File: config.mk
export PLATFORM = sky130hd
export DESIGN_NAME = monster_hp_arbiter
export DESIGN_NICKNAME = d
export VERILOG_FILES = /design/src/rtl/monster_hp_pkg.sv /design/src/rtl/monster_hp_arbiter_rr_pick4.sv /design/src/rtl/monster_hp_arbiter.sv
export SDC_FILE = /design/constraint.sdc
export NUM_CORES = 1
export LEC_CHECK = 0
export CORE_AREA = 10 10 164 120
export DETAILED_ROUTE_END_ITERATION = 16
export DIE_AREA = 0 0 174 130
export SLEW_MARGIN = 20
export SYNTH_ARGS = -nofsm -noshare
export SYNTH_HDL_FRONTEND = slang
export SYNTH_SLANG_ARGS = --single-unit
File: constraint.sdc
create_clock -name clk -period 4.5 [get_ports clk]
set_input_delay 0.675 -clock clk [delete_from_list [all_inputs] [get_ports clk]]
set_output_delay 0.675 -clock clk [all_outputs]
set_load 0.02 [all_outputs]
File: src/rtl/monster_hp_pkg.sv
// Shared types and helpers for the monster HP event arbiter.
package monster_hp_pkg;
  localparam int HP_W       = 5;
  localparam int N_MONSTERS = 4;
  localparam int CNT_W      = 10;

  typedef logic [HP_W-1:0] hp_t;
  typedef enum logic {IDLE, RESPAWN} resp_state_t;

  // Saturating HP add; the extra sum bit catches overflow.
  function automatic hp_t sat_add_hp(hp_t a, hp_t b);
    logic [HP_W:0] s;
    s = {1'b0, a} + {1'b0, b};
    return s[HP_W] ? {HP_W{1'b1}} : s[HP_W-1:0];
  endfunction
endpackage

File: src/rtl/monster_hp_arbiter_rr_pick4.sv
// Combinational 4-way round-robin picker: first set req at or after ptr.
module rr_pick4 (
  input  logic [3:0] req,
  input  logic [1:0] ptr,
  output logic       valid,
  output logic [1:0] idx
);
  logic [1:0] cand;

  // Scan farthest-first so the nearest requester overwrites the result.
  always_comb begin
    valid = 1'b0;
    idx   = ptr;
    cand  = '0;
    for (int k = 3; k >= 0; k--) begin
      cand = ptr + 2'(k);
      if (req[cand]) begin
        valid = 1'b1;
        idx   = cand;
      end
    end
  end
endmodule

File: src/rtl/monster_hp_arbiter.sv
// Latches per-monster add/remove HP events, grants them round-robin and
// sequences the pacman respawn window that follows each granted remove.
module monster_hp_arbiter #(
  parameter int HP_W           = monster_hp_pkg::HP_W,
  parameter int RESPAWN_CYCLES = 64
) (
  input  logic            clk,
  input  logic            resetN,
  input  logic            gameActive,
  input  logic [HP_W-1:0] addHPOne,
  input  logic [HP_W-1:0] addHPTwo,
  input  logic [HP_W-1:0] addHPThree,
  input  logic [HP_W-1:0] addHPFour,
  input  logic [HP_W-1:0] removeHPOne,
  input  logic [HP_W-1:0] removeHPTwo,
  input  logic [HP_W-1:0] removeHPThree,
  input  logic [HP_W-1:0] removeHPFour,
  output logic [HP_W-1:0] addHPmonsters,
  output logic [HP_W-1:0] removeHPmonsters,
  output logic            pacmanRespawn
);
  import monster_hp_pkg::*;

  logic [N_MONSTERS-1:0][HP_W-1:0] addIn, remIn, pendAdd, pendRem;
  logic [N_MONSTERS-1:0]           addReq, remReq;
  logic [1:0]                      addPtr, remPtr, addIdx, remIdx;
  logic                            addVld, remVld, remGrant;
  resp_state_t                     state, nextState;
  logic [CNT_W-1:0]                cnt;

  assign addIn = {addHPFour, addHPThree, addHPTwo, addHPOne};
  assign remIn = {removeHPFour, removeHPThree, removeHPTwo, removeHPOne};

  for (genvar i = 0; i < N_MONSTERS; i++) begin : g_req
    assign addReq[i] = |pendAdd[i];
    assign remReq[i] = |pendRem[i];
  end

  rr_pick4 u_addPick (.req(addReq), .ptr(addPtr), .valid(addVld), .idx(addIdx));
  rr_pick4 u_remPick (.req(remReq), .ptr(remPtr), .valid(remVld), .idx(remIdx));

  // Respawn window runs to completion even while gameplay is paused.
  always_ff @(posedge clk) begin
    if (!resetN) begin
      state <= IDLE;
      cnt   <= '0;
    end else begin
      state <= nextState;
      if (remGrant)
        cnt <= CNT_W'(RESPAWN_CYCLES - 1);
      else if (state == RESPAWN && cnt != '0)
        cnt <= cnt - 1'b1;
    end
  end

  always_comb begin
    nextState = state;
    case (state)
      IDLE:    if (remGrant) nextState = RESPAWN;
      RESPAWN: if (cnt == '0) nextState = IDLE;
      default: nextState = IDLE;
    endcase
  end

  always_comb begin
    remGrant      = (state == IDLE) && remVld && gameActive;
    pacmanRespawn = (state == RESPAWN);
  end

  always_ff @(posedge clk) begin
    if (!resetN) begin
      pendAdd          <= '0;
      pendRem          <= '0;
      addPtr           <= '0;
      remPtr           <= '0;
      addHPmonsters    <= '0;
      removeHPmonsters <= '0;
    end else if (!gameActive) begin
      pendAdd          <= '0;
      pendRem          <= '0;
      addHPmonsters    <= '0;
      removeHPmonsters <= '0;
    end else begin
      addHPmonsters    <= addVld ? pendAdd[addIdx] : '0;
      removeHPmonsters <= remGrant ? pendRem[remIdx] : '0;
      if (addVld)   addPtr <= addIdx + 2'd1;
      if (remGrant) remPtr <= remIdx + 2'd1;
      for (int i = 0; i < N_MONSTERS; i++) begin
        // A granted slot drains its old value but keeps a same-cycle arrival.
        pendAdd[i] <= sat_add_hp((addVld && addIdx == 2'(i)) ? hp_t'(0) : pendAdd[i], addIn[i]);
        // One death per collision cluster; pacman is invulnerable in the window.
        if (remGrant || state == RESPAWN)
          pendRem[i] <= '0;
        else
          pendRem[i] <= sat_add_hp(pendRem[i], remIn[i]);
      end
    end
  end
endmodule

Word level (Yosys, flattened, before mapping) --
Cells that the tools add are included.
Cells by class: add/subtract/negate cells 17, magnitude comparators 10, equality and inequality tests 3, multiplexer cells 53, bitwise gates (word level) 3, reduce and logical (&&, ||, !) cells 27
Operator list (number):
- two-way mux 5 bit | 14
- adder 5 x 5 -> 6 bit | 8
- OR reduction 5 bit | 8
- < comparator 2 x 3 -> 1 bit (second input constant) | 10
- binary-select mux 5 bit (select 2 bit) | 2
- two-way mux 1 bit | 18
- binary-select mux 1 bit (select 2 bit) | 8
- two-way mux 2 bit | 8
- two-way mux 6 bit | 2
- zero test 10 bit | 1
- nonzero test 10 bit | 1
- subtractor 10 x 1 -> 10 bit (second input constant) | 1
- adder 2 x 1 -> 2 bit (second input constant) | 4
- adder 2 bit (second input constant) | 4
- logical AND 1 bit | 7
- AND reduction 2 bit | 3
- AND reduction 3 bit | 2
- equality test 2 bit (second input constant) | 2
- NOT 1 bit | 3
- OR reduction 3 bit | 1
- equality test 2 x 1 -> 1 bit (second input constant) | 1
- zero test 2 bit | 1
- one-hot mux 1 bit (2 select lines) | 1
- nonzero test 2 bit | 1
- other kinds (2) | 2
Word-level totals: register bits after elaboration 65, output and inout port bits 11, logic and storage cells 128

Longest topological paths before layout --
Gate-level depths: netlist of the first run.
depth after elaboration 12, mapped depth 16, gate-level depth less buffers 14

Modules after synthesis --
A second synthesis of the first run with hierarchy kept.
Second synthesis, totals: cells, all modules 479, area total of the unflattened synthesis 4400.5 um2
Modules (own cells, without submodules):
- monster_hp_arbiter | times used 1, cells each 447, area each 4200.3 um2, seq. area each 1301.2 um2
- rr_pick4 | times used 2, cells each 16, area each 100.1 um2, seq. area each 0.0 um2

Worst setup path before layout of the first run --
No wires, ideal clock.
path type reg-to-reg, from reg pendAdd[11] (netlist bit), to reg pendAdd[9] (netlist bit), library setup time 132 ps, arrival time 3017 ps, path slack 1350 ps, stages on the path, launching flop included 15, path buffers 2, cell sequence dfxtp_1 or4_1 nor2_1 nor3b_1 and4bb_1 buf_2 buf_6 nand2_1 and2_1 ha_1 fa_1 a21o_1 a21oi_1 xor2_1 a21oi_1
Between the ends: longest elaborated chain between the ends 12, elaborated cells between the ends (all ways) 22, those cells by class add/sub: 1; eq/ne: 1; mux: 18; reduce/logical: 2
RTL lines:
- start, declared | line monster_hp_arbiter.sv:24 | logic [N_MONSTERS-1:0][HP_W-1:0] addIn, remIn, pendAdd, pendRem;
- start signal, assigned by index | line monster_hp_arbiter.sv:90 | pendAdd[i] <= sat_add_hp((addVld && addIdx == 2'(i)) ? hp_t'(0) : pendAdd[i], addIn[i]);
- OR reduction 5 bit (*) | line monster_hp_arbiter.sv:35 | assign addReq[i] = |pendAdd[i];
- binary-select mux 1 bit (select 2 bit) | line monster_hp_arbiter_rr_pick4.sv:17 | if (req[cand]) begin
- two-way mux 1 bit (not written as such) | line monster_hp_arbiter_rr_pick4.sv:17
- two-way mux 2 bit (4 in a row) | line monster_hp_arbiter_rr_pick4.sv:17
- equality test 2 x 1 -> 1 bit | line monster_hp_arbiter.sv:90
- logical AND 1 bit (*) | line monster_hp_arbiter.sv:90
- two-way mux 5 bit (*) | line monster_hp_arbiter.sv:90
- adder 5 x 5 -> 6 bit (*) | line monster_hp_pkg.sv:13 | s = {1'b0, a} + {1'b0, b};
- two-way mux 5 bit (*) | line monster_hp_pkg.sv:14 | return s[HP_W] ? {HP_W{1'b1}} : s[HP_W-1:0];
Every way passes the cells marked *; elsewhere a longest branch is shown, timed or not. The select of a mux whose other input is x is not followed. A chain may end at the register's enable or synchronous reset.

Worst setup path in the final report of the first run --
from reg pendAdd[6] (netlist bit), to reg pendAdd[10] (netlist bit)
Between the ends: longest elaborated chain between the ends 12, elaborated cells between the ends (all ways) 22, those cells by class add/sub: 1; eq/ne: 1; mux: 18; reduce/logical: 2
RTL lines (line):
- OR reduction 5 bit (*) | monster_hp_arbiter.sv:35
- binary-select mux 1 bit (select 2 bit) | monster_hp_arbiter_rr_pick4.sv:17
- two-way mux 1 bit (not written as such) | monster_hp_arbiter_rr_pick4.sv:17
- two-way mux 2 bit (4 in a row) | monster_hp_arbiter_rr_pick4.sv:17
- equality test 2 bit | monster_hp_arbiter.sv:90
- logical AND 1 bit (*) | monster_hp_arbiter.sv:90
- two-way mux 5 bit (*) | monster_hp_arbiter.sv:90
- adder 5 x 5 -> 6 bit (*) | monster_hp_pkg.sv:13
- two-way mux 5 bit (*) | monster_hp_pkg.sv:14
Marked as above.

==> results of run 1 <==
-- cell usage in the layout (no fill, tap or decap), types with 2 or more instances in the layout --
cell type	n
a21oi_1	74
dfxtp_1	65
clkdlybuf4s50_1	53
inv_1	47
ha_1	41
xnor2_1	18
a21o_1	17
xor2_1	17
nor2_1	16
mux2i_1	16
nand2_1	11
and2_1	11
o21bai_1	10
nor2b_1	10
clkbuf_16	9
or4_1	8
o22ai_1	8
fa_1	8
nor3_1	5
a221oi_1	5
nor4_1	4
o21ai_0	4
a211oi_1	4
nand3_1	4
a211oi_2	4
bufinv_16	4
or3_1	3
nor2_2	3
o211ai_1	2
or2_1	2
nand2b_1	2
a211o_1	2
o32ai_1	2
-- metal layers --
metal  vias to the layer above  GRT usage (%)  share of wire (%)
li1                       1704              -                  -
met1                      1537          12.32                 52
met2                        66          13.43                 41
met3                        13          2.916                5.8
met4                         0          3.358                1.5
met5                         -              0                  0
-- worst max-delay path, cell delays in order, from the launching register on --
cell	delay, ps
dfxtp_1	320
or4_1	550
nor2_1	300
o211ai_1	140
and4bb_1	360
buf_4	240
nor2b_1	300
nor2b_1	140
ha_1	290
a21o_1	150
a21oi_1	220
o21bai_1	110
a21oi_1	370
a21oi_1	120
-- flip-flops by register name, indices dropped and copies added (netlist names) --
signal	cells
remPtr	2
pendRem	20
removeHPmonsters	5
pendAdd	20
addHPmonsters	5
cnt	10
addPtr	2
pacmanRespawn	1
-- kinds of logic after synthesis --
family,after synthesis,share of synthesized area (%)
XOR/XNOR,35,7.541
multiplexers,16,3.940
AND/OR/NAND/NOR,86,11.97
flip-flops,65,32.01
AO/OA/AOI/OAI,139,22.16
buffers and inverters,58,5.817
adder cells (fa/ha/maj),49,16.56
-- how the worst max path moves through the flow --
stage                   to  slack, ps  cells past startpoint
2_1_floorplan   pendAdd[9]       1350                     14
3_3_place_gp   pendAdd[11]       1040                     13
3_5_place_dp   pendAdd[11]        840                     13
4_1_cts        pendAdd[11]        830                     13
5_1_grt         pendAdd[1]        520                     13
6_report       pendAdd[10]        750                     13
-- cell type report --
type                            instances  area [um^2]
Clock buffer                           10        239.0
Clock inverter                          6        137.6
Fill cell                            1769        11500
Inverter                               48        180.2
Multi-Input combinational cell        325         2527
Sequential cell                        65         1301
Tap cell                              231        289.0
Timing Repair Buffer                   54        538.0
-- report_power, final --
group	total (mW)	leakage (nW)	internal (mW)	switching (mW)
sequential	0.865	0.531	0.727	0.138
clock	0.876	0.183	0.615	0.261
combinational	1.89	1.61	0.803	1.09
==> flow_summary.ini, run 1 <==
[layout]
syn_to_final_growth_pct = 28.22
final_nets = 595
fin_cells = 739
drive_above_1_share_pct = 5.512
final_area_mm2 = 0.005213
final_util_pct = 31.18
antenna_cells = 0

[critical_path]
cp-startpoint = pendAdd[6]
worstPathMaxFanout = 8
reg2regPathDepth = 13
crit_arrival_ps = 3930
r2r_start = pendAdd[6]
reg2reg_to = pendAdd[10]
rrSetupSlack_ps = 750
critPathRequiredTime_ps = 4680
worstSetupPathType = reg2reg
worstSetupEndpointType = register
start_kind = register

[detailed_routing]
postRouteAntennaNets = 0
first_pass_iters = 5
wl_um = 10050
drc = 0
via_per_inst = 4.493
vias = 3320
wl_per_cell_um = 13.60
drt_iter0_drc = 241

[floorplan]
core_mm2 = 0.01672
die_area_mm2 = 0.02262
die_h_um = 130
row_count = 40
die_w_um = 174
start_util_pct = 24.32
ioPinCount = 54

[min_path]
holdPathStages = 2
hold_path.startpoint = cnt[8]
hp-class = reg2reg
hold_path_end = cnt[8]

[clocking]
ctsResizeCount = 0
cts_tree = yes
htreeDepth = 3
postCtsHoldBufs = 0
clock-sinks = 65
clock_path_buffers = 2
cts_setup_buffers = 0
clk_latency_ps = 330
path_clk_slew_ps = 60
cts_made_buffers = 9
cts-root-buf = clkbuf_16

[power]
peakVddDrop_uv = 270.6
p_per_area_mw_per_mm2 = 696.3
finalPower_mw = 3.629
leakage_nw = 2.322

[logic_synthesis]
synthArstFlopShare_pct = 0
synth_area_per_cell_um2 = 9.074
yosysMostFrequentCell = a21oi_1
synth-seq-cells = 65
netlist_instances = 448
synth_nets = 540
synth.yosys.seq_area_share_pct = 32.01
synthTopCellsByCount = a21oi_1 (74), dfxtp_1 (65), inv_1 (47)
yosysUniqueCellTypes = 48
synth_area_leaders = dfxtp_1 (32%), ha_1 (13%), a21oi_1 (9.1%)
ys.flop_type = dfxtp_1
yosys_warnings = 0
synth_edf_count = 0
yosysTopAreaCell = dfxtp_1
synth.top_cell.area_share_pct = 32.01
syn-cell-area_mm2 = 0.004065

[global_routing]
grt_pass1_wl_um = 16990
grt_overflow = 0
grt_usage_pct = 9.158
grt_pass1_vias = 3511
grt_max_degree = 22
antenna_found_initial = 0

[timing]
fmax_mhz = 266.7
hold_viol_final = 0
setup_ws_ps = 751.0
hold_ws_ps = 519.5
finalCritPeriodShare_pct = 83.31
skew_ps = 4.925
rsz0062_at_grt = false
finalSetupTns_ps = 0
slew_viol_final = 0
setup_viol = 0
min_period_ps = 3749
worst_pin_slew_ps = 827.7
slew_headroom_pct = 44.63

[placed_design]
dp.cells = 723
pre_cts_ws_ps = 841.9
placed_area_mm2 = 0.004836
gp_congestion = 0.8960
port_buffers = 53
dp_hpwl_um = 8219

[run]
drv_cap = 0

[outcome]
status = finished, final reports clean
(Power assumes the default switching activity.)
==> run 2, diff against run 1 <==
==> constraint.sdc (replaced) <==
create_clock -name clk -period 3.2 [get_ports clk]
set_input_delay 0.48 -clock clk [delete_from_list [all_inputs] [get_ports clk]]
set_output_delay 0.48 -clock clk [all_outputs]
set_load 0.02 [all_outputs]
==> run 2 against run 1 <==
  * Largest cell class unchanged
  * Die area unchanged
  * Via count grew 4.5%
  * Critical endpoint is now pendAdd[9]
  * Total power grew 39%
  * Largest power group unchanged
  * Combinational power is 57% higher
  * Global-route usage is essentially flat
  * Register-to-register slack worse by 600 ps
  * Cell area up 2.2%
  * Critical path type unchanged
==> flow_summary.ini, run 2 (synthesis gave the netlist of run 1 again) <==
[outcome]
status = finished, final reports clean

[detailed_routing]
drt_iter0_drc = 128
drc = 0
vias = 3471
wl_um = 10420
postRouteAntennaNets = 0
first_pass_iters = 4
via_per_inst = 4.591
wl_per_cell_um = 13.78

[critical_path]
worstSetupPathType = reg2reg
worstSetupEndpointType = register
cp_cell_sequence = or4_4 -> nor2_4 -> nor3b_1 -> and4bb_4 -> nand2_1 -> and2_1 -> ha_1 -> fa_2 -> a21o_1 -> a21oi_1 -> xor2_1 -> a21oi_1
critPathRequiredTime_ps = 3410
max_stage_delay_ps = 550
critPathSlowestCell = or4_4
start_kind = register
worstPathMaxFanout = 8
crit_buf_inv = 0
crit_arrival_ps = 3260
path_delay_family = simple AND/OR/NAND/NOR gates
cpMostUsedCell = a21oi_1

[layout]
syn_to_final_growth_pct = 31.02
final_util_pct = 31.86
top_regs = pendAdd (20), pendRem (20), cnt (10)
final_area_mm2 = 0.005326
final_nets = 612
fin_cells = 756
final_common_cell = a21oi_1
final_cell_mix = a21oi_1 (66), dfxtp_1 (65), clkdlybuf4s50_1 (53), inv_1 (47), ha_1 (41)
drive_above_1_share_pct = 12.98

[timing]
slew_headroom_pct = 51.27
min_period_ps = 3054
finalCritPeriodShare_pct = 95.42
hold_viol_final = 0
setup_viol = 0
fmax_mhz = 327.5
skew_ps = 6.140
slew_viol_final = 0
rsz0062_at_grt = true
worst_pin_slew_ps = 731.0

[clocking]
clock_path_buffers = 2
htreeDepth = 3
postCtsHoldBufs = 0
cts-root-buf = clkbuf_16
cts_made_buffers = 9
clock-sinks = 65
path_clk_slew_ps = 60
cts_tree = yes
clk_latency_ps = 330

[floorplan]
die_w_um = 174
row_count = 40
core_mm2 = 0.01672
ioPinCount = 54
start_util_pct = 24.32
die_area_mm2 = 0.02262
die_h_um = 130

[min_path]
hp-class = reg2reg

[power]
p_sw_share_pct = 43.33
p_seq_share_pct = 24.1
netSwitchingPower_mw = 2.192
peakVddDrop_uv = 532.7
finalPower_mw = 5.060
leakage_nw = 2.367
p_per_area_mw_per_mm2 = 949.9
pwr-share-comb_pct = 58.5
clockPowerShare_pct = 17.3
p_int_mw = 2.867

[global_routing]
grt_pass1_vias = 3553
grt_usage_pct = 9.115
grt_overflow = 0
antenna_found_initial = 1
grt_max_degree = 21
grt_pass1_wl_um = 17000

[placed_design]
gp_congestion = 0.9002
dp.cells = 739
port_buffers = 53
dp_hpwl_um = 8371
placed_area_mm2 = 0.004956

[run]
drv_cap = 0
[run 2: cell count changes in the layout (fill, tap and decap cells not counted), sizes merged]
cell	before	now
clkinv	2	6
bufinv	4	0
clkinvlp	0	1
inv	48	47
clkbuf	10	9
buf	1	18
diode	0	1
[run 2: worst paths after layout]
path,from,end,slack [ps],cells after the start
max,pendAdd[11],pendAdd[9],150,12
min,cnt[8],cnt[8],530,2
max reg2reg,pendAdd[11],pendAdd[9],150,12
min reg2reg,cnt[8],cnt[8],530,2
[run 2: metrics by stage]
step	hold WS [ps]	TNS (ps)	setup slack (ps)
after floorplan	477.6	0	50.21
after global placement	496.8	0	40.70
after detailed placement	523.6	-1046	-154.0
after CTS	538.1	0	43.73
after global routing	564.8	-63.64	-22.32
final	533.3	0	146.5
[run 2: final cells by class]
| class | instances | area (um^2) |
|---|---|---|
| diodes | 1 | 2.502 |
| clock buffers | 9 | 225.2 |
| clock inverters | 6 | 36.28 |
| fillers | 1753 | 11390 |
| inverters | 48 | 180.2 |
| multi-input cells | 325 | 2626 |
| flip-flops and latches | 65 | 1301 |
| well taps | 231 | 289.0 |
| repair buffers | 71 | 665.6 |
[run 2: worst register-to-register path, cell delays in order, from the launching register on]
cell,delay (ps)
dfxtp_1,310
or4_4,550
nor2_4,140
nor3b_1,70
and4bb_4,410
nand2_1,120
and2_1,190
ha_1,210
fa_2,360
a21o_1,180
a21oi_1,170
xor2_1,160
a21oi_1,80
[run 2: power groups by stage]
stage | registers (mW) | logic [mW] | clock network, mW
5_1_grt | 1.25 | 3.25 | 0.930
3_5_place_dp | 1.23 | 2.82 | 0
2_1_floorplan | 1.20 | 2.15 | 0
4_1_cts | 1.21 | 2.86 | 0.898
6_report | 1.22 | 2.96 | 0.878
3_3_place_gp | 1.22 | 2.73 | 0
[run 2: repair_timing]
| item | CTS | global route |
|---|---|---|
| buffers inserted | 0 | 1 |
| endpoints found under the hold margin | 0 | 0 |
| gates resized for setup | 7 | 23 |
| endpoints found under the setup margin | 15 | 20 |
| pin swaps | 0 | 7 |
[run 2: metal layers]
layer | wire length (um) | track usage [%] | vias to the layer above
met2 | 4359 | 13.75 | 67
met5 | 0 | 0 | -
met3 | 521 | 2.656 | 10
li1 | - | - | 1739
met4 | 116 | 2.556 | 0
met1 | 5418 | 12.39 | 1655
